File: config.mk
export PLATFORM = sky130hd
export DESIGN_NAME = hazard_control_vp
export DESIGN_NICKNAME = d
export VERILOG_FILES = /design/src/rtl/hazard_control_vp.sv
export SDC_FILE = /design/constraint.sdc
export NUM_CORES = 1
export LEC_CHECK = 0
export CAP_MARGIN = 10
export CORE_MARGIN = 3
export CORE_UTILIZATION = 45
export CTS_BUF_LIST = sky130_fd_sc_hd__clkbuf_16
export CTS_CLUSTER_DIAMETER = 60
export DETAILED_ROUTE_END_ITERATION = 12
export PLACE_DENSITY = 0.9
export SLEW_MARGIN = 20
export SYNTH_ARGS = -nofsm -noshare
export SYNTH_HDL_FRONTEND = slang
export SYNTH_SLANG_ARGS = --single-unit
export TNS_END_PERCENT = 20
File: constraint.sdc
create_clock -name clock -period 2.25 [get_ports clock]
set_input_delay 0.225 -clock clock [delete_from_list [all_inputs] [get_ports clock]]
set_output_delay 0.225 -clock clock [all_outputs]
set_load 0.03 [all_outputs]
File: src/rtl/hazard_control_vp.sv
// rtl/hazard_control_vp.sv - pipeline hazard, flush and memory-wait control
//
// Ports:
//   clock, async_reset        : clock, asynchronous active-low reset
//   r1_D, r2_D                : decode-stage source register indices
//   rd_E                      : execute-stage destination index
//   result_source_E           : execute result select (2'b01 = load)
//   write_scalar_reg_E,
//   write_vector_reg_E        : execute-stage register write enables
//   branch_taken_E            : taken branch/jump resolved in execute
//   mem_request_M, mem_ready  : memory-stage handshake
//   enable_F/D, enabler_E,
//   enable_M                  : pipe register / PC enables
//   sync_reset_D/E            : synchronous flush of D and E registers
//   mem_timeout               : sticky memory-wait timeout flag
//   stall_cycles              : saturating count of stalled cycles
module hazard_control_vp #(
    parameter int ADDR_W  = 6,
    parameter int TIMEOUT = 255
) (
    input  logic              clock,
    input  logic              async_reset,
    input  logic [ADDR_W-1:0] r1_D,
    input  logic [ADDR_W-1:0] r2_D,
    input  logic [ADDR_W-1:0] rd_E,
    input  logic [1:0]        result_source_E,
    input  logic              write_scalar_reg_E,
    input  logic              write_vector_reg_E,
    input  logic              branch_taken_E,
    input  logic              mem_request_M,
    input  logic              mem_ready,
    output logic              enable_F,
    output logic              enable_D,
    output logic              enabler_E,
    output logic              enable_M,
    output logic              sync_reset_D,
    output logic              sync_reset_E,
    output logic              mem_timeout,
    output logic [15:0]       stall_cycles
);

    typedef enum logic {
        RUN      = 1'b0,
        MEM_WAIT = 1'b1
    } state_t;

    localparam logic [7:0] TIMEOUT_CNT = 8'(TIMEOUT);

    state_t     state;
    state_t     state_nxt;
    logic [7:0] wait_cnt;
    logic       hazard;
    logic       freeze;

    // Load-use hazard: only index 0 (scalar x0) is hard-wired; vector
    // index 32 is a real register and compares like any other.
    always_comb begin
        hazard = (result_source_E == 2'b01)
               && (write_scalar_reg_E || write_vector_reg_E)
               && (rd_E != '0)
               && ((rd_E == r1_D) || (rd_E == r2_D));
    end

    always_comb begin
        freeze = 1'b0;
        if (state == RUN) begin
            freeze = mem_request_M && !mem_ready;
        end else begin
            freeze = !mem_ready;
        end
    end

    // Priority: reset > memory freeze > branch flush > load-use bubble.
    always_comb begin
        enable_F     = 1'b1;
        enable_D     = 1'b1;
        enabler_E    = 1'b1;
        enable_M     = 1'b1;
        sync_reset_D = 1'b0;
        sync_reset_E = 1'b0;
        if (!async_reset) begin
            enable_F     = 1'b0;
            enable_D     = 1'b0;
            enabler_E    = 1'b0;
            enable_M     = 1'b0;
            sync_reset_D = 1'b1;
            sync_reset_E = 1'b1;
        end else if (freeze) begin
            enable_F  = 1'b0;
            enable_D  = 1'b0;
            enabler_E = 1'b0;
            enable_M  = 1'b0;
        end else if (branch_taken_E) begin
            sync_reset_D = 1'b1;
            sync_reset_E = 1'b1;
        end else if (hazard) begin
            enable_F     = 1'b0;
            enable_D     = 1'b0;
            sync_reset_E = 1'b1;
        end
    end

    always_comb begin
        state_nxt = state;
        case (state)
            RUN:      if (mem_request_M && !mem_ready) state_nxt = MEM_WAIT;
            MEM_WAIT: if (mem_ready) state_nxt = RUN;
            default:  state_nxt = RUN;
        endcase
    end

    always_ff @(posedge clock or negedge async_reset) begin
        if (!async_reset) begin
            state        <= RUN;
            wait_cnt     <= 8'd0;
            mem_timeout  <= 1'b0;
            stall_cycles <= 16'd0;
        end else begin
            state <= state_nxt;

            if (state == RUN) begin
                wait_cnt <= (state_nxt == MEM_WAIT) ? 8'd1 : 8'd0;
            end else if (mem_ready) begin
                wait_cnt <= 8'd0;
            end else if (wait_cnt != 8'hFF) begin
                wait_cnt <= wait_cnt + 8'd1;
            end

            if ((state == MEM_WAIT) && (wait_cnt == TIMEOUT_CNT)) begin
                mem_timeout <= 1'b1;
            end

            if ((freeze || hazard) && (stall_cycles != 16'hFFFF)) begin
                stall_cycles <= stall_cycles + 16'd1;
            end
        end
    end

endmodule

==> reports/metrics.yaml, run 1 <==
layout:
  post-route-cell-area_um2: 2150
  mostFrequentLayoutCell: "clkdlybuf4s50_1"
  synthToLayoutAreaGrowth_pct: 44.37
  design.final.nets: 244
  layout_common_cells: "44 x clkdlybuf4s50_1, 26 x dfrtp_1, 18 x nor2_1, 14 x xnor2_1, 14 x nand2_1"
  insertedDiodeCount: 0
  post-route-util_pct: 69.27
  share_of_post_route_cells_with_drive_strength_above_1_pct: 9.346
  num-fill-cells: 243
power_and_ir_drop:
  power.density_nw_per_um2: 860.3
  vdd_ir_drop_max_v: 0.0007870
  static-leakage-power_nw: 0.8905
drt:
  routed-via-count: 1356
  detail_route.first_pass.iterations: 4
  detail_route.iter0.violations: 110
  wirelength_mm: 3.643
  avgViaCountPerCell: 5.256
  final_antenna_net_count: 0
  detail_route.drc_violations: 0
  drt-wirelength-per-cell_um: 14.12
worst_setup_path:
  r2r_start: "state"
  ff2ff_path_depth: 6
  critPathMaxFanout: 3
  worstSetupStartpointType: "primary input"
  worstSetupEndpointType: "output port"
  data_required_time_of_the_worst_path_ns: 2.03
  timing_worst_setup_path_type: "primary input to output port"
  reg2reg_setup_slack_ns: 0.52
  arrival_ns: 1.76
  timing.rr.end: "stall_cycles[12]"
placement:
  placed_cell_area_um2: 2044
  dp_slack_ns: 0.01068
  buffers_added_on_ports: 49
  place_congestion: 0.8256
  dp_hpwl_mm: 2.847
sta:
  timing.final.crit_period_ns: 1.980
  rsz0062_at_grt: "no"
  worst_clock_skew_ns: 0.005377
  worst_slack_ns: 0.2698
  fmax_ghz: 0.5050
  drv_slew: 0
  worst_pin_slew_ns: 0.4048
  totalNegativeSetupSlack_ns: 0
  report.final.setup_viol: 0
  max_transition_margin_pct: 72.91
  hold_viol: 0
  finalCritPeriodShare_pct: 88.01
worst_hold_path:
  timing.hold.worst.class: "primary input to asynchronous set/reset pin"
yosys:
  yosys_warnings: 0
  yosysSeqAreaShare_pct: 43.70
  netlist-cell-type-count: 39
  ys_seq_elements: 26
  syn_avg_cell_area_um2: 9.364
  netlist_instances: 159
  postSynthNetCount: 188
  post_synth_instance_area_um2: 1489
clock_network:
  clk_pin_slew_worst_paths_ns: 0.07
  cts_setup_buffers: 0
  clk_root_buffer_cell: "clkbuf_16"
  clock_sink_count: 26
  postCtsHoldBufs: 0
  clock_path_buffers: 2
  cts.repair.resized: 0
  cts_made_buffers: 3
  clk-insertion-delay-late_ns: 0.26
  clock_tree_from_tritoncts: "yes"
  htreeDepth: 1
floorplan:
  core.rowCount: 20
  core-area_um2: 3103
  die_h_um: 63.52
  die-width_um: 63.52
  io-pin-count: 50
  floorplan.initialDensity_pct: 47.98
  floorplan.die_area_um2: 4035
grt:
  initial_antenna_violation_count: 0
  vias_in_the_first_global_route: 1354
  gr-usage-all-layers_pct: 19.19
  largest_net_degree_at_the_start_of_global_routing: 16
  grt_pass1_wl_mm: 6.147
  globalRouteOverflowTotal: 0
status:
  outcome: "finished, final reports clean"
flow_run:
  cap_viol_max_count: 0
==> metrics by stage <==
stage,hold slack (ns),cells,power [mW]
5_1_grt,0.3391,258,1.951
3_3_place_gp,0.4391,254,1.331
2_1_floorplan,-0.07059,159,1.040
4_1_cts,0.3262,258,1.867
3_5_place_dp,0.4440,254,1.340
6_report,0.3207,258,1.849
==> layout make-up <==
| cell class | instances | area [um^2] | area share, % |
|---|---|---|---|
| multi-input combinational | 123 | 793.3 | 36.90 |
| clock buffer | 3 | 75.07 | 3.492 |
| sequential | 26 | 650.6 | 30.27 |
| tap | 44 | 55.05 | 2.561 |
| timing repair buffer | 55 | 523.0 | 24.33 |
| clock inverter | 1 | 30.03 | 1.397 |
| inverter | 6 | 22.52 | 1.048 |
==> sequential cells by signal (all words and copies together) (netlist names) <==
signal        count
stall_cycles     16
wait_cnt          8
mem_timeout       1
state             1
==> cell usage after synthesis <==
master     count  area [um^2]
nor2_1        18        67.56
nand4_1        7        43.79
xor2_1        10        87.58
or3_1          1        6.260
o41a_1         1        11.26
o211ai_1       3        22.52
a21oi_1        1        5.000
o21a_1         1        7.510
xnor2_1       14        122.6
a211o_1        1        8.760
or2_1          1        6.260
o2111ai_1      1        8.760
dfrtp_1       26        650.6
nor3_1        11        55.05
and3_1         2        12.51
o21bai_1       1        7.510
nand3_1        8        40.04
o22ai_2        1        12.51
nor4_2         1        12.51
a31oi_1        1        6.260
clkbuf_1       2        7.510
nand2_1       14        52.55
o21ai_0        5        25.02
mux2_1         1        11.26
mux2i_1        2        20.02
a2bb2oi_1      2        17.52
ha_1           2        25.02
inv_1          6        22.52
nor4_1         4        25.02
buf_4          2        15.01
and2_1         1        6.260
or4_1          1        7.510
and4_1         1        8.760
nor4bb_1       1        10.01
or2_2          1        6.260
mux2_2         1        11.26
nand2b_1       1        6.260
a21oi_2        1        8.760
a21o_1         1        7.510
==> cells by family after synthesis <==
group	share of synthesized area, %
AO/OA/AOI/OAI	10.00
flip-flops	43.70
XOR/XNOR	14.12
buffers and inverters	3.025
multiplexers	2.857
AND/OR/NAND/NOR	24.62
adder cells (fa/ha/maj)	1.680
==> worst max-delay path, stage by stage <==
cell and delay, ns:
clkdlybuf4s50_1 0.54, xnor2_1 0.15, nand4_1 0.13, o22ai_2 0.19, nand2_1 0.14, o21a_1 0.22
buf_4 0.17
==> power breakdown <==
group | switching (mW) | leakage [nW] | internal (mW)
Sequential | 0.108 | 0.331 | 0.552
Combinational | 0.374 | 0.509 | 0.300
Clock | 0.161 | 0.0511 | 0.354
Total | 0.643 | 0.891 | 1.21
==> how the worst max path moves through the flow <==
stage / startpoint / to / cells after the start
floorplan: stall_cycles[3] / stall_cycles[9] / 5
global placement: rd_E[2] / stall_cycles[12] / 7
detailed placement: rd_E[4] / stall_cycles[12] / 7
CTS: rd_E[4] / enable_F / 7
global route: rd_E[4] / enable_F / 7
finish: rd_E[4] / enable_F / 7
==> metal layers <==
layer | up-vias | track usage (%) | share of wire, % | wire, um
met5 | - | 0 | 0 | 0
met4 | 0 | 4.313 | 1.5 | 54
met3 | 4 | 5.348 | 3.8 | 138
met2 | 28 | 33.12 | 52 | 1906
met1 | 650 | 23.70 | 42 | 1544
li1 | 674 | - | - | -
No activity file was read; power rests on OpenSTA's default activity.
==> run 2, diff against run 1 <==
- CAP_MARGIN: 10 -> 30
- CORE_UTILIZATION: 45 -> 35
- PLACE_DENSITY: 0.9 -> 0.75
==> run 2 against run 1 <==
  * Critical path depth rose by 1
  * Combinational power barely moved
  * Sequential power barely moved
  * Worst setup slack improved by 0.016 ns
  * Die area rose by 26%
  * Clock power fell by 25%
  * Critical path type is now primary input to flop
  * Largest power group unchanged
==> reports/metrics.yaml, run 2 (synthesized netlist as in run 1, its figures left out) <==
drt:
  drt-wirelength-per-cell_um: 13.26  # -6.1%
  detail_route.drc_violations: 0  # unchanged
  avgViaCountPerCell: 5.076  # -3.4%
  wirelength_mm: 3.487  # -4.3%
  final_antenna_net_count: 0  # unchanged
  detail_route.first_pass.iterations: 4  # unchanged
  detail_route.iter0.violations: 54  # -51%
  routed-via-count: 1335  # -1.5%
sta:
  max_transition_margin_pct: 72.30  # -0.61 points
  worst_pin_slew_ns: 0.4112  # +0.006373 ns
  report.final.setup_viol: 0  # unchanged
  fmax_ghz: 0.5091  # +0.82%
  worst_clock_skew_ns: 0.003913  # -0.001464 ns
  rsz0062_at_grt: "no"
  drv_slew: 0  # unchanged
  hold_viol: 0  # unchanged
  totalNegativeSetupSlack_ns: 0  # unchanged
  finalCritPeriodShare_pct: 87.29  # -0.71 points
  timing.final.crit_period_ns: 1.964  # -0.01608 ns
  hold-worst-slack_ns: 0.3973  # +0.07666 ns
worst_setup_path:
  reg2reg_setup_slack_ns: 0.49  # -0.03 ns
  startpoint: "rd_E[4]"
  crit_end: "stall_cycles[1]"
  critPathMaxFanout: 6  # +3
  worstSetupEndpointType: "flop"
  data_required_time_of_the_worst_path_ns: 2.39  # +0.36 ns
  timing.rr.end: "stall_cycles[1]"
  slowest_stage: "clkdlybuf4s50_1"
  critical_path.cell_chain: "clkdlybuf4s50_1 -> xnor2_1 -> nand4_1 -> o22ai_2 -> a21oi_2 -> buf_4 -> nor2_1 -> mux2_2"
  cpPeakStageDelay_ns: 0.54  # about the same
  timing_worst_setup_path_type: "primary input to flop"
  r2r_start: "state"
  ff2ff_path_depth: 7  # +1
  worstSetupStartpointType: "primary input"
  arrival_ns: 2.11  # +0.35 ns
placement:
  dp_hpwl_mm: 2.739  # -3.8%
  place_congestion: 0.7788  # -5.7%
  buffers_added_on_ports: 49  # unchanged
layout:
  mostFrequentLayoutCell: "clkdlybuf4s50_1"
  post-route-util_pct: 52.64  # -17 points
  share_of_post_route_cells_with_drive_strength_above_1_pct: 8.451  # -0.90 points
  sequential_cell_area_um2: 650.6  # unchanged
  largest_reg_flops: 16  # unchanged
  register_with_the_most_flip_flops: "stall_cycles"
  layout_common_cells: "44 x clkdlybuf4s50_1, 26 x dfrtp_1, 18 x nor2_1, 14 x xnor2_1, 14 x nand2_1"
  insertedDiodeCount: 0  # unchanged
  multiInputGateArea_um2: 793.3  # unchanged
  biggestRegsByFlops: "stall_cycles x16, wait_cnt x8"
  synthToLayoutAreaGrowth_pct: 43.45
  num-fill-cells: 380  # +56%
  design.final.nets: 243  # -0.41%
grt:
  largest_net_degree_at_the_start_of_global_routing: 27  # +11
  grt_pass1_wl_mm: 5.934  # -3.5%
  initial_antenna_violation_count: 0  # unchanged
  vias_in_the_first_global_route: 1362  # +0.59%
  globalRouteOverflowTotal: 0  # unchanged
  gr-usage-all-layers_pct: 14.26  # -4.9 points
status:
  outcome: "finished, final reports clean"
floorplan:
  floorplan.die_area_um2: 5073  # +26%
  core.rowCount: 23  # +15%
  io-pin-count: 50  # unchanged
  floorplan.initialDensity_pct: 36.69  # -11 points
  core-area_um2: 4058  # +31%
  die_h_um: 71.23  # +12%
  die-width_um: 71.23  # +12%
clock_network:
  clk_root_buffer_cell: "clkbuf_16"
  cts_made_buffers: 3  # unchanged
  cts_setup_buffers: 0  # unchanged
  clock_sink_count: 26  # unchanged
  postCtsHoldBufs: 0  # unchanged
  clock_tree_from_tritoncts: "yes"
  clk-insertion-delay-late_ns: 0.26  # about the same
  clock_path_buffers: 2  # unchanged
  htreeDepth: 1  # unchanged
  cts.repair.resized: 0  # unchanged
  clk_pin_slew_worst_paths_ns: 0.06  # about the same
power_and_ir_drop:
  static-leakage-power_nw: 0.8784  # -1.4%
  power.density_nw_per_um2: 807.6  # -6.1%
  total_power_mw: 1.725  # -6.7%
  vdd_ir_drop_max_v: 0.0006524  # -17%
worst_hold_path:
  timing.hold.worst.class: "primary input to asynchronous set/reset pin"
flow_run:
  cap_viol_max_count: 0  # unchanged
-- run 2: cell count changes in the layout (fill, tap and decap cells not counted) --
cell | previous run | this run
buf_4 | 11 | 9
clkinv_1 | 0 | 1
bufinv_16 | 1 | 0
buf_12 | 0 | 1
-- run 2: report_power, final --
| part | leakage (nW) | switching [mW] | internal, mW | total (mW) |
|---|---|---|---|---|
| logic | 0.509 | 0.372 | 0.302 | 0.674 |
| registers | 0.331 | 0.110 | 0.553 | 0.663 |
| clock network | 0.0385 | 0.151 | 0.238 | 0.388 |
| total | 0.878 | 0.633 | 1.09 | 1.72 |
-- run 2: layout make-up --
cell class	count	area share [%]
repair buffers	54	24.72
clock inverters	1	0.1757
multi-input cells	123	37.14
inverters	6	1.054
well taps	50	2.929
clock buffers	3	3.515
flip-flops and latches	26	30.46
-- run 2: how the worst min path moves through the flow --
stage               depth (start not counted)        start          end  slack [ns]
finish                                      2  async_reset  wait_cnt[0]        0.40
floorplan                                   0  async_reset  mem_timeout       -0.07
global route                                2  async_reset  wait_cnt[7]        0.44
detailed placement                          1  mem_timeout  mem_timeout        0.45
CTS                                         2  async_reset  wait_cnt[0]        0.42
global placement                            1  mem_timeout  mem_timeout        0.44
-- run 2: layer usage --
layer / track usage (%) / vias to the layer above / routed length (um)
li1: - / 676 / -
met5: 0 / - / 0
met4: 1.879 / 0 / 4
met2: 26.02 / 15 / 1858
met1: 16.99 / 642 / 1498
met3: 4.067 / 2 / 125
-- run 2: worst max-delay path: cells and delay by family --
family | cells | cell delay (ns)
buf+inv | 2 | 0.71
xor+xnor | 1 | 0.14
mux | 1 | 0.37
compound gates | 2 | 0.27
simple gates | 2 | 0.40
-- run 2: stage by stage --
| step | std cells | worst slack (ns) | cell area, um^2 |
|---|---|---|---|
| floorplan | 159 | 0.4153 | 1489 |
| global placement | 259 | 0.04989 | 2057 |
| detailed placement | 259 | 0.004321 | 2057 |
| CTS | 263 | 0.2597 | 2136 |
| global route | 263 | 0.1873 | 2136 |
| finish | 263 | 0.2859 | 2136 |
